**config.mk**
```make
export PLATFORM = sky130hd
export DESIGN_NAME = pic8_controller
export DESIGN_NICKNAME = d
export VERILOG_FILES = /design/src/rtl/pic8_controller.sv
export SDC_FILE = /design/constraint.sdc
export NUM_CORES = 1
export LEC_CHECK = 0
export CAP_MARGIN = 10
export CORE_MARGIN = 1.5
export CORE_UTILIZATION = 24
export DETAILED_ROUTE_END_ITERATION = 12
export DONT_BUFFER_PORTS = 1
export PLACE_DENSITY = 0.38
export SLEW_MARGIN = 20
export SYNTH_ARGS = -nofsm -noshare
export SYNTH_HDL_FRONTEND = slang
export SYNTH_SLANG_ARGS = --single-unit
export TNS_END_PERCENT = 30
```
**constraint.sdc**
```tcl
create_clock -name clk -period 3.8 [get_ports clk]
set_input_delay 0.57 -clock clk [delete_from_list [all_inputs] [get_ports clk]]
set_output_delay 0.57 -clock clk [all_outputs]
set_load 0.02 [all_outputs]
```
**src/rtl/pic8_controller.sv**
```systemverilog
// rtl/pic8_controller.sv - eight-input fully nested priority interrupt controller
// Optional level-triggered capture: define PIC_LEVEL_TRIG_EN.
module pic8_controller #(
  parameter logic [15:0] VEC_BASE = 16'h0000,
  parameter logic [7:0]  IMR_RST  = 8'hFF
) (
  input  logic        clk,
  input  logic        rst_n,
  input  logic [7:0]  irq,
  input  logic        intack,
  output logic        INT,
  output logic [15:0] vector,
  input  logic        cs,
  input  logic        we,
  input  logic        a0,
  input  logic [15:0] wdata,
  output logic [15:0] rdata
);

  typedef enum logic [1:0] {S_IDLE, S_REQ, S_ACK} state_t;

  state_t      r_state;
  logic [7:0]  r_irr;
  logic [7:0]  r_isr;
  logic [7:0]  r_imr;
  logic [2:0]  r_cur;
  logic        r_int;
  logic [15:0] r_vector;

  logic [7:0]  w_set;
  logic [7:0]  w_allow;
  logic [7:0]  w_elig;
  logic [7:0]  w_isr_low;
  logic [7:0]  w_eoi_clr;
  logic [7:0]  w_ack_clr;
  logic [2:0]  w_win;
  logic        w_any;
  logic        w_wr;
  logic        w_ack;
  logic        w_unused;

`ifdef PIC_LEVEL_TRIG_EN
  assign w_set = irq;
`else
  logic [7:0] r_irq_d;
  assign w_set = irq & ~r_irq_d;

  always_ff @(posedge clk or negedge rst_n) begin
    if (!rst_n) r_irq_d <= 8'h00;
    else        r_irq_d <= irq;
  end
`endif

  // Only levels strictly above the highest-priority in-service level may interrupt.
  always_comb begin
    logic v_blk;
    v_blk   = 1'b0;
    w_allow = 8'h00;
    for (int i = 0; i < 8; i++) begin
      v_blk      = v_blk | r_isr[i];
      w_allow[i] = ~v_blk;
    end
  end

  assign w_elig = r_irr & ~r_imr & w_allow;
  assign w_any  = |w_elig;

  always_comb begin
    w_win = 3'd0;
    for (int i = 7; i >= 0; i--) begin
      if (w_elig[i]) w_win = 3'(i);
    end
  end

  assign w_wr      = cs & we;
  assign w_ack     = (r_state == S_REQ) & intack;
  assign w_isr_low = r_isr & (~r_isr + 8'd1);
  assign w_ack_clr = w_ack ? (8'h01 << r_cur) : 8'h00;

  always_comb begin
    w_eoi_clr = 8'h00;
    if (w_wr && a0) begin
      if (wdata[3]) w_eoi_clr = 8'h01 << wdata[2:0];
      else          w_eoi_clr = w_isr_low;
    end
  end

  always_ff @(posedge clk or negedge rst_n) begin
    if (!rst_n) begin
      r_state  <= S_IDLE;
      r_irr    <= 8'h00;
      r_isr    <= 8'h00;
      r_imr    <= IMR_RST;
      r_cur    <= 3'd0;
      r_int    <= 1'b0;
      r_vector <= VEC_BASE;
    end else begin
      // New captures override an acknowledge clear of the same bit.
      r_irr <= (r_irr & ~w_ack_clr) | w_set;
      r_isr <= (r_isr & ~w_eoi_clr) | w_ack_clr;
      if (w_wr && !a0) r_imr <= wdata[7:0];

      case (r_state)
        S_IDLE: begin
          if (w_any) begin
            r_cur    <= w_win;
            r_state  <= S_REQ;
            r_int    <= 1'b1;
            r_vector <= VEC_BASE + {13'd0, w_win};
          end
        end
        S_REQ: begin
          if (intack) begin
            r_state <= S_ACK;
            r_int   <= 1'b0;
          end
        end
        S_ACK: begin
          if (!intack) begin
            r_state  <= S_IDLE;
            r_vector <= VEC_BASE;
          end
        end
        default: begin
          r_state  <= S_IDLE;
          r_int    <= 1'b0;
          r_vector <= VEC_BASE;
        end
      endcase
    end
  end

  assign INT      = r_int;
  assign vector   = r_vector;
  assign rdata    = !cs ? 16'h0000 : (a0 ? {8'h00, r_imr} : {r_isr, r_irr});
  assign w_unused = &{1'b0, wdata[15:8]};

endmodule
```
==> impl_results.md, run 1 <==
- Seq cells post-synth: 41
- Global-route wire length before repair: 9110 um
- Std cell rows: 34
- Worst-Skew Late Latency: 0.30 ns
- CTS tree: done
- # port buffers: 0
- Area growth, synth to finish: 7.44%
- Synthesized cell area: 2190 sq um
- Post-synthesis compound-gate area fraction: 15.4%
- GRT Resource Usage Total: 12.4%
- Post-CTS setup buffers: 0
- Vias in the first global route: 1,692
- Design area: 2350 sq um
- N_diodes: 0
- PwrDens: 643 nW/um^2
- Initial antenna violation count: 0
- Max incr delay on CP: 0.58 ns
- Post-Synth Adder-Cell Area: 0%
- Critical Path Start Type: flop
- Final design utilization: 26.8%
- Minimum clock period: 2.14 ns
- CP max-delay cell: or4_4
- Routed Antenna Nets: 0
- Pre-CTS setup slack: 1.66 ns
- Setup ws final: 1.66 ns
- Final Setup Violations: 0
- Lkg Pwr: 0.00105 uW
- Ports: 63
- Initial DRC count: 33
- YS warnings: 0
- Max frequency: 466 MHz
- Worst min path class: input port to async pin
- Post-synth EDFFs: 0
- Clk_skew: 0.00855 ns
- Drt pass-1 iters: 4
- Max cap viols: 0
- Worst vdd ir: 0.000170 V
- Combinational family with the most area after synthesis: simple AND/OR/NAND/NOR gates
- Register clock-pin slew on the reported worst setup and hold paths: 0.09 ns
- Die W: 98.4 um
- Commonest non-fill, non-tap cell in the layout: dfrtp_1
- FF/Latch Area: 1040 sq um
- Core area: 8760 sq um
- Area share of xor/xnor cells in the synthesized design: 0%
- Synthesized area per cell: 9.46 sq um
- Max transition margin: 63.2%
- Final Wtd Congestion: 0.769
- Total gr overflow: 0
- Dpl hpwl: 4070 um
- Share of layout cells above drive strength 1: 12.8%
- Max Root-Sink Buffers: 2
- Area of the multi-input gates: 1020 sq um
- Filler cells: 952
- Fin Setup TNS: 0 ns
- Most frequent cells in the layout: dfrtp_1 (33), nand2_1 (28), o21ai_0 (24), nor2b_1 (14), inv_1 (14)
- Final worst path period share: 56.4%
- Simple-gate share of the synthesized area: 22.2%
- Final hold vios: 0
- CP Max Fanout: 10
- Full die area: 9690 sq um
- Clock sink count: 41
- Critical path arrival: 2.39 ns
- Vias/cell: 4.66
- Residual DRC: 0
- Req. time, crit path: 4.05 ns
- WL/cell: 16.5 um
- Slew Limit Fails: 0
- Mapped Cells: 231
- Post-CTS resize count: 0
- Status: complete, no violations
- Post-synthesis mux area share: 6.75%
- Root Driver: clkbuf_8
- RSZ-0062 raised after global routing: false
- Largest net degree at the start of global routing: 34
- Die Y: 98.4 um
- Library cells used by synthesis: 44
- Crit-path cells: or4_4, or2_1, and3_4, a2111oi_4, a31o_1
- Starting Density: 24.9%
- H-tree depth: 2
- Setup CP Type: flop to flop
- Seq/Total Area, Yosys: 47.4%
- Asr flop ratio synth: 100%
- Worst hold margin: 0.0988 ns
- Routed wire length: 5660 um
- Worst-margin pin slew: 0.551 ns
- Synth Flop Type: dfrtp_1
- Fin nets: 263
- CTS Buf Count: 5
- Crit. End Element: flop
- Via count: 1,594
- Cell Area, Placed: 2240 sq um
[per-layer routing]
layer  wire, um  global-route usage (%)  vias up
li1           -                       -      770
met1       2710                    16.0      782
met2       2510                    19.1       40
met3        400                    5.60        2
met4         33                    2.60        0
met5          0                       0        -
[sequential cells by signal, indices dropped and copies added, names as in the netlist]
| register | count |
|---|---|
| r_cur | 3 |
| r_imr | 8 |
| r_state | 2 |
| vector | 3 |
| r_irq_d | 8 |
| r_isr | 8 |
| r_irr | 8 |
| INT | 1 |
[critical path, delay by kind of cell, from the launching register on]
kind | cells | cell delay, ns
AO/OA/AOI/OAI | 2 | 0.54
flip-flops | 1 | 0.49
AND/OR/NAND/NOR | 3 | 1.07
[worst paths after layout]
check	slack [ns]	cells past startpoint	end	startpoint
worst max-delay path	1.66	5	vector[0]	r_isr[0]
max in group asynchronous	3.52	1	r_irr[0]	rst_n
min in group clk	0.29	0	r_irq_d[6]	irq[6]
worst max register to register	1.66	5	vector[0]	r_isr[0]
worst min register to register	0.42	1	r_irr[7]	r_irq_d[7]
worst min-delay path	0.1	1	vector[2]	rst_n
[Yosys cell counts, types with 4 or more instances]
master     n  area (sq um)
nand2b_1   8          50.1
mux2i_1    8          80.1
nand2_1   28           105
o21ai_0   24           120
nor2b_1   14          87.6
dfstp_2    8           210
inv_1     14          52.6
clkbuf_1   4          15.0
and2_1     9          56.3
buf_4     13          97.6
nor3_1     4          20.0
a31oi_1    6          37.5
mux2_2     6          67.6
a21oi_1    4          20.0
dfrtp_1   33           826
nand3_1    6          30.0
nor2_1    11          41.3
[layout make-up]
cell class                 instances  share of cell area [%]
sequential                        41                    44.1
multi-input combinational        170                    43.4
tap                              108                    5.75
clock buffer                       5                    2.93
inverter                          14                    2.24
timing repair buffer               1                   0.852
clock inverter                     3                   0.746
[timing repair]
item	in CTS	in global routing
endpoints found under the hold margin	33	0
hold buffers	1	0
setup endpoints to repair	0	0
[metrics by stage]
step	total power (uW)	cells
after floorplan	1120	243
after global placement	1220	333
after detailed placement	1220	333
after CTS	1530	342
after global routing	1630	342
final	1510	342
[power by group]
part / total (uW) / internal, uW / switching (uW) / leakage (uW)
Sequential: 695 / 556 / 139 / 0.000471
Clock: 294 / 127 / 167 / 0.0000439
Combinational: 522 / 210 / 312 / 0.000535
Total: 1510 / 893 / 617 / 0.00105
[cells by family (layout without fill, tap and decap cells)]
logic type	after synthesis	after routing
AOI/OAI and AO/OA	51	51
buffers and inverters	32	23
other	1	13
muxes	14	14
and+or+nand+nor	92	92
DFF	41	41
(Power assumes the default switching activity.)
==> run 2, diff against run 1 <==
--- a/config.mk
+++ b/config.mk
@@ -10,7 +10,7 @@
 export CORE_UTILIZATION = 24
 export DETAILED_ROUTE_END_ITERATION = 12
 export DONT_BUFFER_PORTS = 1
-export PLACE_DENSITY = 0.38
+export PLACE_DENSITY = 0.39
 export SLEW_MARGIN = 20
 export SYNTH_ARGS = -nofsm -noshare
 export SYNTH_HDL_FRONTEND = slang
==> constraint.sdc (replaced) <==
create_clock -name clk -period 1.9 [get_ports clk]
set_input_delay 0.285 -clock clk [delete_from_list [all_inputs] [get_ports clk]]
set_output_delay 0.285 -clock clk [all_outputs]
set_load 0.02 [all_outputs]
==> impl_results.md, run 2 (synthesis gave the netlist of run 1 again) <==
- Status: finished with violations
- Failing checks: negative setup slack
- PwrDens: 1270 nW/um^2 (+97%)
- Req. time, crit path: 2.13 ns (-1.92 ns)
- RSZ-0062 raised after global routing: true
- Worst vdd ir: 0.000454 V (+170%)
- Critical Path Start Type: flop
- Die Y: 98.4 um (unchanged)
- Worst hold margin: 0.0927 ns (-0.00613 ns)
- Setup CP Type: flop to flop
- Lkg Pwr: 0.00118 uW (+13%)
- Max frequency: 490 MHz (+5.0%)
- CP Max Fanout: 3 (-7)
- Die W: 98.4 um (unchanged)
- Routed Antenna Nets: 0 (unchanged)
- Most frequent cells in the layout: dfrtp_1 (32), nand2_1 (28), o21ai_0 (24), buf_4 (19)
- Initial DRC count: 77 (+130%)
- Initial antenna violation count: 0 (unchanged)
- Area growth, synth to finish: 19.0%
- Worst min path class: input port to flop
- CTS tree: done
- Core area: 8760 sq um (unchanged)
- Final worst path period share: 107% (+51 points)
- Clock sink count: 41 (unchanged)
- Crit. End Element: flop
- Design area: 2600 sq um (+11%)
- Drt pass-1 iters: 4 (unchanged)
- Final design utilization: 29.7% (+2.9 points)
- Fin nets: 291 (+11%)
- Slew Limit Fails: 0 (unchanged)
- Largest net degree at the start of global routing: 42 (+24%)
- Vias in the first global route: 1,771 (+4.7%)
- Critical path arrival: 2.28 ns (-0.11 ns)
- Total gr overflow: 0 (unchanged)
- H-tree depth: 2 (unchanged)
- Vias/cell: 4.50 (-3.5%)
- Worst-Skew Late Latency: 0.30 ns (about the same)
- N_diodes: 0 (unchanged)
- Clk_skew: 0.00981 ns (+0.00126 ns)
- Max cap viols: 0 (unchanged)
- Commonest non-fill, non-tap cell in the layout: dfrtp_1
- # port buffers: 0 (unchanged)
- Share of layout cells above drive strength 1: 19.8% (+7.0 points)
- Residual DRC: 0 (unchanged)
- Final hold vios: 0 (unchanged)
- Starting Density: 24.9% (unchanged)
- Std cell rows: 34 (unchanged)
- GRT Resource Usage Total: 12.5% (+0.096 points)
- Minimum clock period: 2.04 ns (-0.103 ns)
- Final Wtd Congestion: 0.838 (+9.0%)
- Routed wire length: 5480 um (-3.1%)
- Register clock-pin slew on the reported worst setup and hold paths: 0.08 ns (about the same)
- Max Root-Sink Buffers: 2 (unchanged)
- Cell Area, Placed: 2380 sq um (+6.0%)
- Root Driver: clkbuf_8
- CTS Buf Count: 5 (unchanged)
- WL/cell: 14.8 um (-10%)
- Dpl hpwl: 4140 um (+1.8%)
- Final Setup Violations: 4 (+4)
- Setup ws final: -0.142 ns (-1.80 ns)
- Global-route wire length before repair: 9380 um (+3.0%)
- Full die area: 9690 sq um (unchanged)
- Via count: 1,665 (+4.5%)
- Ports: 63 (unchanged)
[run 2: critical path, stage by stage, from the launching register on]
cell       delay, ns
dfrtp_1         0.38
or4b_1          0.54
a21boi_4        0.17
a221o_1         0.37
a2111oi_4       0.37
a31o_1          0.15
[run 2: path summary, 6_finish.rpt]
kind,slack (ns),end,start,depth (start not counted)
max,-0.14,vector[0],r_isr[6],5
min,0.09,r_state[0],intack,1
max reg2reg,-0.14,vector[0],r_isr[6],5
min reg2reg,0.42,r_irr[3],r_irq_d[3],1
max in group asynchronous,1.18,r_imr[7],rst_n,2
min in group asynchronous,0.46,r_irq_d[4],rst_n,2
[run 2: area by class of cell]
class                           instances  area, sq um
Clock inverter                          2         15.0
Multi-Input combinational cell        170         1040
Clock buffer                            6         72.6
Inverter                               14         52.6
Tap cell                              108          135
Sequential cell                        41         1040
Timing Repair Buffer                   29          253
Fill cell                             952         6160
[run 2: power breakdown]
| group | switching (uW) | internal [uW] |
|---|---|---|
| registers | 243 | 1110 |
| clock network | 321 | 259 |
| logic | 716 | 643 |
| total | 1280 | 2010 |
[run 2: routing by layer]
metal	global-route usage (%)	wire length (um)
met5	0	0
met4	4.01	70
met3	3.76	300
met2	19.8	2550
met1	16.4	2550
[run 2: repair_timing]
action / CTS / global route
setup buffers: 1 / 0
endpoints found under the hold margin: 46 / 3
gates resized for setup: 4 / 1
hold buffers: 7 / 3
pin swaps: 2 / 0
endpoints found under the setup margin: 6 / 7
[run 2: through the flow]
| stage | TNS (ns) | cells | worst slack [ns] | total power (uW) |
|---|---|---|---|---|
| 3_5_place_dp | -0.673 | 351 | -0.171 | 2650 |
| 2_1_floorplan | -0.0920 | 243 | -0.0559 | 2240 |
| 5_1_grt | -1.08 | 370 | -0.236 | 3580 |
| 3_3_place_gp | -0.600 | 351 | -0.152 | 2640 |
| 6_report | -0.342 | 370 | -0.142 | 3290 |
| 4_1_cts | -0.530 | 367 | -0.127 | 3330 |
